`src/rtl/complement.sv`:
```
// Registered two's/one's complement unit with overflow and zero flags, one-cycle latency.
// Optional macro COMPLEMENT_SATURATE_EN: negating the most-negative value saturates to most-positive.
module complement #(
    parameter int WIDTH = 16
) (
    input  logic             clk,
    input  logic             rst_n,
    input  logic [WIDTH-1:0] iin,
    input  logic             enable,
    input  logic             mode,
    output logic [WIDTH-1:0] out,
    output logic             out_valid,
    output logic             ovf,
    output logic             zero
);

    localparam logic signed [WIDTH-1:0] MOST_NEG = {1'b1, {(WIDTH-1){1'b0}}};
`ifdef COMPLEMENT_SATURATE_EN
    localparam logic signed [WIDTH-1:0] MOST_POS = {1'b0, {(WIDTH-1){1'b1}}};
`endif

    // Negation of the most-negative value has no representable result: wrap or clamp.
    function automatic logic signed [WIDTH-1:0] sat_negate(input logic signed [WIDTH-1:0] a);
`ifdef COMPLEMENT_SATURATE_EN
        if (a == MOST_NEG)
            return MOST_POS;
        else
            return -a;
`else
        return -a;
`endif
    endfunction

    function automatic logic negate_ovf(input logic signed [WIDTH-1:0] a, input logic m);
        return (!m) && (a == MOST_NEG);
    endfunction

    logic signed [WIDTH-1:0] w_iin_p0;
    logic signed [WIDTH-1:0] w_result_p0;
    logic                    w_ovf_p0;

    logic signed [WIDTH-1:0] r_out_p1;
    logic                    r_vld_p1;
    logic                    r_ovf_p1;
    logic                    r_zero_p1;

    // Stage p0: combinational complement of the operand
    assign w_iin_p0    = iin;
    assign w_result_p0 = mode ? ~w_iin_p0 : sat_negate(w_iin_p0);
    assign w_ovf_p0    = negate_ovf(w_iin_p0, mode);

    // Stage p1: result registers; flags derive from the value being registered
    always_ff @(posedge clk) begin
        if (!rst_n) begin
            r_out_p1  <= '0;
            r_vld_p1  <= 1'b0;
            r_ovf_p1  <= 1'b0;
            r_zero_p1 <= 1'b1;
        end else begin
            r_vld_p1 <= enable;
            if (enable) begin
                r_out_p1  <= w_result_p0;
                r_ovf_p1  <= w_ovf_p0;
                r_zero_p1 <= (w_result_p0 == '0);
            end
        end
    end

    assign out       = r_out_p1;
    assign out_valid = r_vld_p1;
    assign ovf       = r_ovf_p1;
    assign zero      = r_zero_p1;

endmodule

```
`config.mk`:
```
export PLATFORM = sky130hd
export DESIGN_NAME = complement
export DESIGN_NICKNAME = d
export VERILOG_FILES = /design/src/rtl/complement.sv
export SDC_FILE = /design/constraint.sdc
export NUM_CORES = 1
export LEC_CHECK = 0
export BUFFER_PORTS_ARGS = -buffer_cell sky130_fd_sc_hd__buf_2
export CAP_MARGIN = 10
export CORE_MARGIN = 2
export CORE_UTILIZATION = 45
export DETAILED_ROUTE_END_ITERATION = 8
export MAX_ROUTING_LAYER = met4
export PLACE_DENSITY = 0.76
export SYNTH_ARGS = -nofsm -noshare
export SYNTH_HDL_FRONTEND = slang
export SYNTH_SLANG_ARGS = --single-unit
```
`constraint.sdc`:
```
create_clock -name clk -period 2.1 [get_ports clk]
set_input_delay 0.42 -clock clk [delete_from_list [all_inputs] [get_ports clk]]
set_output_delay 0.42 -clock clk [all_outputs]
set_load 0.01 [all_outputs]
```
# Yosys cells after proc, flatten, opt, wreduce, memory -nomap -nowiden
# Index checks and enable logic that the tools add are counted.
[totals]
reg_bits = 19
wordCells = 11
[classes]
n_addsub = 1
eq_ne = 1
mux = 1
n_bitwise = 1
reduce_logical = 3
[ops]
columns = ["cell", "count"]
rows = [
  ["equality test 16 bit, second input constant", 1],
  ["logical NOT 16 bit", 1],
  ["2-to-1 mux 16 bit", 1],
  ["negation 16 bit", 1],
  ["inverter 16 bit", 1],
  ["logical AND 1 bit", 1],
  ["logical NOT 1 bit", 1],
]

# Logic depth before layout (Yosys ltp)
[depth]
ltp_word = 3
ltp_mapped = 7

# Worst setup path before layout
# No wires, ideal clock.
[synth_timing]
path_type = "input-to-reg"
from = "input port iin[3]"
to = "register r_out_p1[15] (netlist: out[15])"
t_arrival_ns = 2.089
setup_slack_ns = -0.114
cell_stages = 6
path_cell_list = "clkbuf_1 > or4_4 > or3_4 > or3_1 > o311ai_1 > a21boi_1"
[synth_between]
elab_chain_cells = 2
[synth_rtl]
columns = ["item", "line", "text"]
rows = [
  ["from (decl)", "8", "input logic [WIDTH-1:0] iin,"],
  ["negation 16 bit", "30", "return -a;"],
  ["2-to-1 mux 16 bit", "49", "assign w_result_p0 = mode ? ~w_iin_p0 : sat_negate(w_iin_p0);"],
  ["to (signal assigned)", "62", "r_out_p1 <= w_result_p0;"],
  ["to (decl)", "42", "logic signed [WIDTH-1:0] r_out_p1;"],
]
# Every way passes these cells.
# A chain may end at the register's enable or synchronous reset.

# Worst setup path in the final report
[layout_timing]
from = "input port iin[1]"
to = "register r_zero_p1 (netlist: zero)"
[layout_between]
elab_chain_cells = 3
elab_cells_between_ends = 4
[layout_rtl]
columns = ["item", "line", "text"]
rows = [
  ["negation 16 bit / inverter 16 bit (equally long branches)", "30, 49", ""],
  ["2-to-1 mux 16 bit (*)", "49", ""],
  ["logical NOT 16 bit (*)", "64", "r_zero_p1 <= (w_result_p0 == '0);"],
  ["to (signal assigned)", "64", ""],
  ["to (decl)", "45", "logic r_zero_p1;"],
]
# Every way passes the cells marked *; elsewhere a longest branch is shown, timed or not.

==> reports/qor.yml <==
outcome:
  status: "finished clean"
logic_synthesis:
  syn_inst: 133
  yosys_register_bits: 19
  synthFlopType: "dfxtp_1"
  synth_nets: 154
  synth.yosys.seq_area_share: 0.3220
  async_flop_share: 0
  yosysUniqueCellTypes: 40
  syn-cell-area_sq_um: 1181
  synth-edff-count: 0
  avgSynthCellArea_sq_um: 8.881
  yosysWarnings: 0
clock_network:
  cts.repair.resized: 0
  clock_latency_ps: 300
  cts.sinks: 19
  clkSlewWorstSetupHoldPaths_ps: 120
  clock_path_buffers: 2
  h-tree-depth: 1
  cts_hold_buf: 0
  cts_tree: "done"
  clock-root-buffer: "clkbuf_4"
  postCtsSetupBuffers: 0
  numCtsBuffers: 3
timing:
  whs_ps: 469.6
  worst-slew-pin-transition_ps: 395.1
  clock_skew_ps: 0
  finalCriticalPeriod_ps: 1963
  fin_ws_ps: 137.0
  slew_violations: 0
  grt_setup_unrepaired: "no"
  max_slew_margin: 0.7333
  setup_viol: 0
  hold_viol_final: 0
  period_share: 0.9347
  max_freq_mhz: 509.4
power:
  seqPwrFrac: 0.502
  pwr-share-clk: 0.251
  switchingPower_uw: 228.3
  peakVddDrop_v: 0.0004313
  p_int_uw: 551.7
  p_per_area_nw_per_um2: 489.3
  power_frac_comb: 0.247
  p_sw_frac: 0.2927
  p_leak_uw: 0.0007036
placement:
  dpl_worst_slack_ps: -238.2
  hpwl_mm: 2.298
  numPortBuffers: 38
  gp_congestion: 0.9414
worst_setup_path:
  worstSetupEndpointType: "register"
  crit_end: "zero$_SDFFE_PN1P_"
  critPathLaunchType: "input pin"
  startpoint: "iin[1]"
  timing.rr.end: "zero$_SDFFE_PN1P_"
  crit_arrival_ps: 2190
  reg2reg_from: "zero$_SDFFE_PN1P_"
  r2r_cells: 2
  reg2reg_setup_slack_ps: 1420
  cp_max_fo: 3
  critPathKind: "in2reg"
  required_ps: 2330
routing:
  dr.pass1.iters: 4
  drt-vias-per-instance: 5.473
  drt_iter0_markers: 26
  wl_per_cell_microns: 13.23
  routed_wirelength_mm: 2.938
  ant_nets: 0
  vias: 1215
  drc: 0
min_path:
  min_path_type: "reg2reg"
global_route:
  grt_overflow: 0
  grt_pass1_vias: 1180
  grt_pass1_wl_mm: 4.912
  grt_max_degree: 21
  track_usage: 0.2028
  antenna_found_initial: 0
layout:
  drive_gt1_frac: 0.3750
  final_common_cell: "buf_2"
  antenna_cells: 0
  fin_nets: 214
  area_delta_synth_final_pct: 34.96
  final_cell_mix: "buf_2, buf_4, dfxtp_1"
floorplan:
  rows: 18
  io_pins: 39
  die_h_microns: 55.23
  die_w_microns: 55.23
  die_area_sq_um: 3050
  core_sq_um: 2477
  start_util: 0.4768
job:
  cap_viol_max_count: 0
## synthesized netlist by cell type (all sizes together) (2+ instances only)
library cell  number  share of area
clkbuf             4          0.013
a31oi              2          0.011
nand4b             2          0.015
xor2               5          0.037
buf                2         0.0085
dfxtp             19           0.32
nor3               3          0.013
nand2             10          0.032
o311ai             3          0.022
inv                3         0.0095
xnor2              7          0.052
or3                4          0.025
a21boi             5          0.032
nor2b             12          0.064
nand3              5          0.021
o21ai              2         0.0085
a21oi              2         0.0085
nor4               4          0.021
mux2i             12           0.10
nor2               3         0.0095
or4                5          0.041
o211a              2          0.017
o31ai              5          0.036
## per-stage QoR
stage | instance area, sq um | instances | total power (uW) | utilization | TNS [ps]
after floorplan | 1182 | 133 | 495.0 | - | -80.32
after global placement | 1556 | 218 | 584.5 | 0.6283 | -591.3
after detailed placement | 1556 | 218 | 591.3 | 0.6283 | -930.1
after CTS | 1583 | 222 | 784.4 | 0.6389 | 0
after global routing | 1594 | 222 | 820.3 | 0.6434 | 0
final | 1594 | 222 | 780.0 | 0.6434 | 0
## worst max-delay path: stages
cell and delay (ps):
buf_2 120, inv_1 70, ha_1 170, or3b_1 380, or4_1 470, o32ai_2 240, nand4b_1 130, o31ai_1 200
## logic make-up (layout without fill, tap and decap cells)
logic type      after synthesis  count (layout)  share of synthesized area
simple gates                 55              55                     0.2860
fa+ha+maj                     1               1                    0.01059
buf+inv                       9              68                    0.03072
flops                        19              19                     0.3220
mux                          12              12                     0.1017
compound gates               25              25                     0.1600
xor+xnor                     12              12                    0.08898
## worst min path at each step
stage / startpoint / endpoint / slack [ps] / cells after the start
6_report: out[14]$_SDFFE_PN0P_ / out[14]$_SDFFE_PN0P_ / 470 / 2
5_1_grt: out[15]$_SDFFE_PN0P_ / out[15]$_SDFFE_PN0P_ / 500 / 2
4_1_cts: out[14]$_SDFFE_PN0P_ / out[14]$_SDFFE_PN0P_ / 470 / 2
3_5_place_dp: out[14]$_SDFFE_PN0P_ / out[14]$_SDFFE_PN0P_ / 460 / 2
3_3_place_gp: out[14]$_SDFFE_PN0P_ / out[14]$_SDFFE_PN0P_ / 450 / 2
2_1_floorplan: out[14]$_SDFFE_PN0P_ / out[14]$_SDFFE_PN0P_ / 480 / 2
## layer usage
layer	track usage	part of all wire
met4	0.08711	0.019
met3	0.04215	0.055
met1	0.2377	0.45
met2	0.3350	0.48
met5	-	0
## power groups by stage
| stage | Clock (uW) | Sequential, uW | Combinational (uW) |
|---|---|---|---|
| final | 196 | 391 | 193 |
| after global placement | 0 | 399 | 186 |
| after floorplan | 0 | 410 | 84.5 |
| after detailed placement | 0 | 399 | 192 |
| after CTS | 201 | 392 | 192 |
| after global routing | 214 | 394 | 212 |
## final cells by class
type / instances / area, sq um
fillers: 234 / 883.3
inverters: 3 / 11.26
well taps: 30 / 37.54
repair buffers: 61 / 362.8
flip-flops and latches: 19 / 380.4
clock buffers: 4 / 26.28
multi-input cells: 105 / 775.7
## registers in the layout, summed over array words and instances, names as in the netlist
name	count
out	16
out_valid	1
ovf	1
zero	1
Note: power is estimated with default switching activity, not from simulation.
